$ cat src/rtl/demux_dispatch_ctrl_pkg.sv
// Shared types and constants for the demux dispatch controller.
package demux_dispatch_ctrl_pkg;

    typedef enum logic {
        IDLE = 1'b0,
        BUSY = 1'b1
    } state_e;

    localparam int unsigned NUM_CH = 4;
    localparam int unsigned CH_W   = $clog2(NUM_CH);
    localparam int unsigned CNT_W  = 16;
    localparam int unsigned TMR_W  = 8;

    // Control half of the holding register; payload width is a top-level parameter.
    typedef struct packed {
        logic [CH_W-1:0] dest;
        logic            rr;
    } hold_ctl_t;

    function automatic logic [NUM_CH-1:0] ch_onehot(input logic [CH_W-1:0] ch);
        return NUM_CH'(1) << ch;
    endfunction

endpackage

$ cat src/rtl/dispatch_timer.sv
// Stall counter: counts enabled cycles and signals expiry on reaching TIMEOUT, then restarts.
module dispatch_timer
    import demux_dispatch_ctrl_pkg::*;
#(
    parameter int unsigned TIMEOUT = 15
) (
    input  logic clk,
    input  logic rst,
    input  logic clr_i,
    input  logic en_i,
    output logic expire_o
);

    logic [TMR_W-1:0] cnt_q;
    logic [TMR_W-1:0] cnt_d;

    // Expiry is flagged on the cycle whose increment would reach TIMEOUT.
    assign expire_o = en_i && (cnt_q == TMR_W'(TIMEOUT - 1));

    always_comb begin
        cnt_d = cnt_q;
        if (clr_i || expire_o) begin
            cnt_d = '0;
        end else if (en_i) begin
            cnt_d = cnt_q + TMR_W'(1);
        end
    end

    always_ff @(posedge clk) begin
        if (rst) begin
            cnt_q <= '0;
        end else begin
            cnt_q <= cnt_d;
        end
    end

endmodule

$ cat src/rtl/demux_dispatch_ctrl.sv
// One-beat demux: routes each accepted beat to an addressed or round-robin channel,
// re-targeting (round-robin) or dropping (addressed) beats that stall for TIMEOUT cycles.
module demux_dispatch_ctrl
    import demux_dispatch_ctrl_pkg::*;
#(
    parameter int unsigned DATA_W  = 8,
    parameter int unsigned TIMEOUT = 15
) (
    input  logic              clk,
    input  logic              rst,
    input  logic              in_valid,
    output logic              in_ready,
    input  logic [DATA_W-1:0] in_data,
    input  logic [CH_W-1:0]   in_dest,
    input  logic              mode,
    output logic [NUM_CH-1:0] out_valid,
    input  logic [NUM_CH-1:0] out_ready,
    output logic [DATA_W-1:0] out_data,
    output logic [CH_W-1:0]   select_line,
    output logic              drop,
    output logic [CNT_W-1:0]  deliver_cnt
);

    state_e            state_q;
    state_e            state_d;
    logic [DATA_W-1:0] data_q;
    hold_ctl_t         ctl_q;
    logic [CH_W-1:0]   rr_ptr_q;
    logic [CH_W-1:0]   rr_ptr_d;
    logic [CNT_W-1:0]  cnt_q;
    logic              busy;
    logic              deliver;
    logic              expire;
    logic              accept;
    logic              rr_adv;

    assign busy    = (state_q == BUSY);
    assign deliver = busy && out_ready[ctl_q.dest];
    assign accept  = in_valid && in_ready;
    assign rr_adv  = busy && expire && ctl_q.rr;

    // A beat accepted in the same cycle as a round-robin delivery sees the advanced pointer.
    assign rr_ptr_d = (deliver && ctl_q.rr) ? ctl_q.dest + CH_W'(1) : rr_ptr_q;

    dispatch_timer #(
        .TIMEOUT (TIMEOUT)
    ) u_timer (
        .clk      (clk),
        .rst      (rst),
        .clr_i    (accept),
        .en_i     (busy && !deliver),
        .expire_o (expire)
    );

    always_ff @(posedge clk) begin
        if (rst) begin
            state_q <= IDLE;
        end else begin
            state_q <= state_d;
        end
    end

    always_comb begin
        state_d = state_q;
        case (state_q)
            IDLE: if (accept) state_d = BUSY;
            BUSY: if (deliver || drop) state_d = accept ? BUSY : IDLE;
            default: state_d = IDLE;
        endcase
    end

    // Handshake outputs; expire already excludes delivery cycles, so delivery wins.
    always_comb begin
        drop      = 1'b0;
        in_ready  = 1'b1;
        out_valid = '0;
        if (busy) begin
            drop      = expire && !ctl_q.rr && !rst;
            in_ready  = deliver || drop;
            out_valid = ch_onehot(ctl_q.dest);
        end
    end

    always_ff @(posedge clk) begin
        if (rst) begin
            data_q   <= '0;
            ctl_q    <= '0;
            rr_ptr_q <= '0;
            cnt_q    <= '0;
        end else begin
            if (accept) begin
                data_q     <= in_data;
                ctl_q.rr   <= mode;
                ctl_q.dest <= mode ? rr_ptr_d : in_dest;
            end else if (rr_adv) begin
                ctl_q.dest <= ctl_q.dest + CH_W'(1);
            end
            if (deliver) begin
                cnt_q <= cnt_q + CNT_W'(1);
            end
            rr_ptr_q <= rr_ptr_d;
        end
    end

    assign out_data    = data_q;
    assign select_line = ctl_q.dest;
    assign deliver_cnt = cnt_q;

endmodule

$ cat config.mk
export PLATFORM = sky130hd
export DESIGN_NAME = demux_dispatch_ctrl
export DESIGN_NICKNAME = d
export VERILOG_FILES = /design/src/rtl/demux_dispatch_ctrl_pkg.sv /design/src/rtl/dispatch_timer.sv /design/src/rtl/demux_dispatch_ctrl.sv
export SDC_FILE = /design/constraint.sdc
export NUM_CORES = 1
export LEC_CHECK = 0
export ABC_AREA = 1
export BUFFER_PORTS_ARGS = -buffer_cell sky130_fd_sc_hd__buf_2
export CORE_ASPECT_RATIO = 1.5
export CORE_UTILIZATION = 57
export DETAILED_ROUTE_END_ITERATION = 12
export PLACE_DENSITY_LB_ADDON = 0.05
export SYNTH_ARGS = -nofsm -noshare
export SYNTH_HDL_FRONTEND = slang
export SYNTH_SLANG_ARGS = --single-unit
export TNS_END_PERCENT = 5
$ cat constraint.sdc
create_clock -name clk -period 3.39 [get_ports clk]
set_input_delay 0.5085 -clock clk [delete_from_list [all_inputs] [get_ports clk]]
set_output_delay 0.5085 -clock clk [all_outputs]
set_load 0.1 [all_outputs]
Word level (Yosys, flattened, before mapping)
Cells that the tools add are included.
{ "totals": {"ff_bits": 38, "out_inout_bits": 32, "elab_cells": 43} }
{ "op_classes": {"add_sub_neg": 3, "order_cmp": 1, "eq_ne": 1, "shift": 1, "muxes": 12, "bitwise": 1, "n_reduce_logical": 17} }
{ "op_table": {"columns": ["operator", "count"], "rows": [
  ["adder 16 x 1 -> 16 bit, second input constant", 1],
  ["logical AND 1 bit", 9],
  ["adder 8 x 1 -> 8 bit, second input constant", 1],
  ["== test 8 x 4 -> 1 bit, second input constant", 1],
  ["two-way mux 2 bit", 4],
  ["two-way mux 1 bit", 5],
  ["two-way mux 4 bit", 1],
  ["left shift 1 x 2 -> 4 bit, first input constant", 1],
  ["logical NOT 1 bit", 3],
  ["logical OR 1 bit", 3],
  ["< comparator 2 x 3 -> 1 bit, second input constant", 1],
  ["adder 2 x 1 -> 2 bit, second input constant", 1],
  ["binary-select mux 1 bit (select 2 bit)", 1],
  ["one-hot mux 1 bit (2 select lines)", 1],
  ["nonzero test 2 bit", 1],
  ["OR reduction 2 bit", 1],
  ["NOT 1 bit", 1]
]} }

Depth between registers and ports, before layout
{ "depth": {"word_depth": 14, "depth_mapped": 11} }

Hierarchy
A second synthesis with hierarchy kept.
{ "hier_totals": {"hier_cells": 309, "area_unflattened_um2": 2147.1} }
{ "by_module_without_submodules": {"columns": ["module", "instances", "cells_each", "area_each_um2", "seq_area_each_um2"], "rows": [
  ["demux_dispatch_ctrl", 1, 248, 1692.9, 600.6],
  ["dispatch_timer", 1, 61, 454.2, 160.2]
]} }

Worst setup path before layout
Ideal clock, no wire load.
{ "synth_path": {"path_kind": "input to output", "from": "in out_ready[1]", "to": "out drop", "arrival_ns": 2.230, "path_slack_ns": 0.652, "path_stages": 5, "path_cell_list": "nand2_1 > nand3_4 > nand2_4 > nand3_1 > nor2_1"} }
{ "synth_via": {"elab_chain_len": 9} }
{ "synth_rtl": {"columns": ["item", "line_no", "rtl"], "rows": [
  ["start: declaration", "demux_dispatch_ctrl.sv:17", "input logic [NUM_CH-1:0] out_ready,"],
  ["binary-select mux 1 bit (select 2 bit)", "demux_dispatch_ctrl.sv:38", "assign deliver = busy && out_ready[ctl_q.dest];"],
  ["two-way mux 1 bit (implied by the code)", "demux_dispatch_ctrl.sv:38", null],
  ["logical AND 1 bit", "demux_dispatch_ctrl.sv:38", null],
  ["logical NOT 1 bit", "demux_dispatch_ctrl.sv:51", ".en_i (busy && !deliver),"],
  ["logical AND 1 bit", "demux_dispatch_ctrl.sv:51", null],
  ["logical AND 1 bit", "dispatch_timer.sv:18", "assign expire_o = en_i && (cnt_q == TMR_W'(TIMEOUT - 1));"],
  ["logical AND 1 bit (2 in a row)", "demux_dispatch_ctrl.sv:78", "drop = expire && !ctl_q.rr && !rst;"],
  ["two-way mux 1 bit", "demux_dispatch_ctrl.sv:77", "if (busy) begin"],
  ["end: declaration", "demux_dispatch_ctrl.sv:20", "output logic drop,"]
]} }
No other way between the ends. The select of a mux whose other input is x is not followed.

Worst setup path after layout
{ "layout_path": {"from": "reg ctl_q (netlist bit select_line[0])", "to": "out drop"} }
{ "layout_via": {"elab_chain_len": 9} }
{ "layout_rtl": {"columns": ["item", "line_no", "rtl"], "rows": [
  ["start: declaration", "demux_dispatch_ctrl.sv:27", "hold_ctl_t ctl_q;"],
  ["binary-select mux 1 bit (select 2 bit)", "demux_dispatch_ctrl.sv:38", null],
  ["two-way mux 1 bit (implied by the code)", "demux_dispatch_ctrl.sv:38", null],
  ["logical AND 1 bit", "demux_dispatch_ctrl.sv:38", null],
  ["logical NOT 1 bit", "demux_dispatch_ctrl.sv:51", null],
  ["logical AND 1 bit", "demux_dispatch_ctrl.sv:51", null],
  ["logical AND 1 bit", "dispatch_timer.sv:18", null],
  ["logical AND 1 bit (2 in a row)", "demux_dispatch_ctrl.sv:78", null],
  ["two-way mux 1 bit", "demux_dispatch_ctrl.sv:77", null]
]} }
No other way between the ends. The select of a mux whose other input is x is not followed.

==> results.yml <==
sta:
  timing_hold_violations_final: 0
  finalSetupTns_ps: 0
  slew_viol_final: 0
  max_slew_margin: 0.660
  timing.final.ws_setup_ps: 949
  grt_setup_unrepaired: "no"
  worstMarginPinSlew_ps: 510
  worst_clock_skew_ps: 8.95
  fmaxAchievable_ghz: 0.410
  fin_crit_sh: 0.720
  finalWorstPathRequiredPeriod_ps: 2440
  setup_violations: 0
power_and_ir_drop:
  ir_worst_vdd_uv: 356
  static-leakage-power_uw: 0.00108
  cellPowerDensity_nw_per_um2: 414
cts:
  clock-root-buffer: "sky130_fd_sc_hd__clkbuf_8"
  clock_tree_from_tritoncts: "done"
  ctsResizeCount: 0
  clock_tree.htree_level_count: 2
  cts_max_path_buffers: 2
  cts_setup_buffers: 0
  clock_latency_ps: 290
  cts.reportedPaths.clkPinSlew_ps: 80
  total_cts_buffers: 5
  numClockSinks: 38
  cts_hold_buffers: 0
global_route:
  met1_routing_resource_usage_after_global_routing: 0.256
  globalRouteMet3Util: 0.0437
  grt_start_max_net_pins: 23
  grt-ovfl-total: 0
  grt_use_met2: 0.450
  first_global_vias: 1818
  grt_busiest_layer: "met2"
  grt_first_pass_wirelength_mm: 7.54
  initial_antenna_violation_count: 0
  grt_use_total: 0.242
worst_hold_path:
  hold_path.class: "flip-flop to flip-flop"
setup_path:
  timing.setup.critical_path_class: "flip-flop to output pin"
  startpoint_type: "flip-flop"
  crit_fanout: 8
  cp.required_ps: 2880
  worstPathArrival_ps: 1930
  endpoint_kind: "output pin"
floorplan:
  std_cell_rows: 26
  floorplan.die.height_um: 76.8
  design.portCount: 50
  core_footprint_um2: 3480
  dieArea_um2: 3980
  initial_core_util: 0.611
  die_w_um: 51.9
logic_synthesis:
  post_synth_num_cell_types: 31
  yosys.area_share.xor_xnor: 0.0329
  synth.cell_area_um2: 2130
  postSynthAreaPerCell_um2: 7.36
  synthAdderAreaFrac: 0.0412
  synth.yosys.seq_area_share: 0.358
  postSynthRegisterBits: 38
  synth_top_family_by_area: "simple AND/OR/NAND/NOR gates"
  yosysWarningCount: 0
  synth_fp_nets: 314
  synth-compound-area-share: 0.110
  synth_cells: 289
  yosys-mux-area-fraction: 0
  synth_simple_gate_area_share: 0.373
cells_and_area:
  most-common-layout-cells: "sky130_fd_sc_hd__nand2_1, sky130_fd_sc_hd__buf_2, sky130_fd_sc_hd__dfxtp_1"
  layout-area-overhead-vs-synth_pct: 15.6
  finish.net_count: 361
  ratio_of_cells_with_drive_above_1_in_the_final_layout: 0.270
  antenna_cells: 0
  final_common_cell: "sky130_fd_sc_hd__nand2_1"
  fin_area_um2: 2460
placed_design:
  buffer_ports.inserted: 49
  finalWeightedCongestion: 0.828
  post-dp-hpwl_mm: 3.32
  dpl_worst_slack_ps: 987
  place_area_um2: 2370
route:
  drt-pass1-iter-count: 4
  first_iter_violations: 45
  via_per_inst: 5.18
  wl_per_cell_um: 11.9
  route.vias.total: 1962
  wirelength_mm: 4.51
  ant_nets: 0
  drcViolationCount: 0
flow_run:
  max_cap_viol_count: 0
outcome:
  status: "finished clean"
## Yosys cell counts, drive strengths merged
cell type,count,share of area
nor2,34,0.074
buf,6,0.024
xnor2,5,0.021
nand4,8,0.024
nand3,24,0.071
or2,3,0.0088
and3,1,0.0029
nor3,8,0.019
clkbuf,4,0.0071
o21ai,6,0.019
nand3b,1,0.0035
dfxtp,38,0.36
xor2,3,0.012
a21oi,28,0.087
ha,7,0.041
nand2,80,0.17
inv,31,0.055
o21a,1,0.0035
nor3b,1,0.0035
## sequential cells by signal, summed over array words and instances, names as in the netlist
name and count:
deliver_cnt 16, out_data 8, u_timer.cnt_q 8, rr_ptr_q 2, select_line 2, busy 1, ctl_q 1
## layer usage
layer  routed length [um]  part of all wire
met3                  149             0.033
met2                 2410              0.54
met1                 1890              0.42
met5                    0                 0
met4                   52             0.012
## kinds of logic after synthesis
family	Yosys count
DFF	38
and+or+nand+nor	160
buffers and inverters	41
AOI/OAI and AO/OA	35
adders and majority gates	7
xor gates and xnor gates	8
## final cells by class
type | count | area (um^2)
clock buffer | 7 | 86.3
timing repair buffer | 50 | 253
inverter | 31 | 116
sequential | 38 | 761
tap | 42 | 52.6
clock inverter | 1 | 5.00
multi-input combinational | 210 | 1180
fill | 334 | 1020
## metrics by stage
step / hold WS (ps) / util / total power (uW) / std cells
floorplan: 458 / - / 673 / 289
global placement: 455 / 0.680 / 706 / 371
detailed placement: 457 / 0.680 / 709 / 371
CTS: 468 / 0.706 / 1020 / 379
global route: 488 / 0.706 / 1060 / 379
finish: 468 / 0.706 / 1020 / 379
## power breakdown
| part | switching [uW] | internal [uW] |
|---|---|---|
| logic | 174 | 48.7 |
| registers | 16.6 | 459 |
| clock network | 156 | 164 |
## final timing paths
check | from | endpoint | slack [ps] | cells past startpoint
setup reg to reg | select_line[0]$_SDFFE_PP0P_ | u_timer.cnt_q[6]$_SDFFE_PP0P_ | 1420 | 9
hold reg to reg | out_data[2]$_SDFFE_PP0P_ | out_data[2]$_SDFFE_PP0P_ | 470 | 2
hold / removal | out_data[2]$_SDFFE_PP0P_ | out_data[2]$_SDFFE_PP0P_ | 470 | 2
setup / recovery | select_line[0]$_SDFFE_PP0P_ | drop | 950 | 7
## worst max-delay path, stage by stage (launching register included)
cell	delay (ps)
sky130_fd_sc_hd__dfxtp_1	490
sky130_fd_sc_hd__inv_2	140
sky130_fd_sc_hd__nand2_2	110
sky130_fd_sc_hd__nand3_4	90
sky130_fd_sc_hd__nand2_4	120
sky130_fd_sc_hd__nand3_1	120
sky130_fd_sc_hd__nor2_1	140
sky130_fd_sc_hd__buf_2	440
Power figures use the tool's default switching activity.
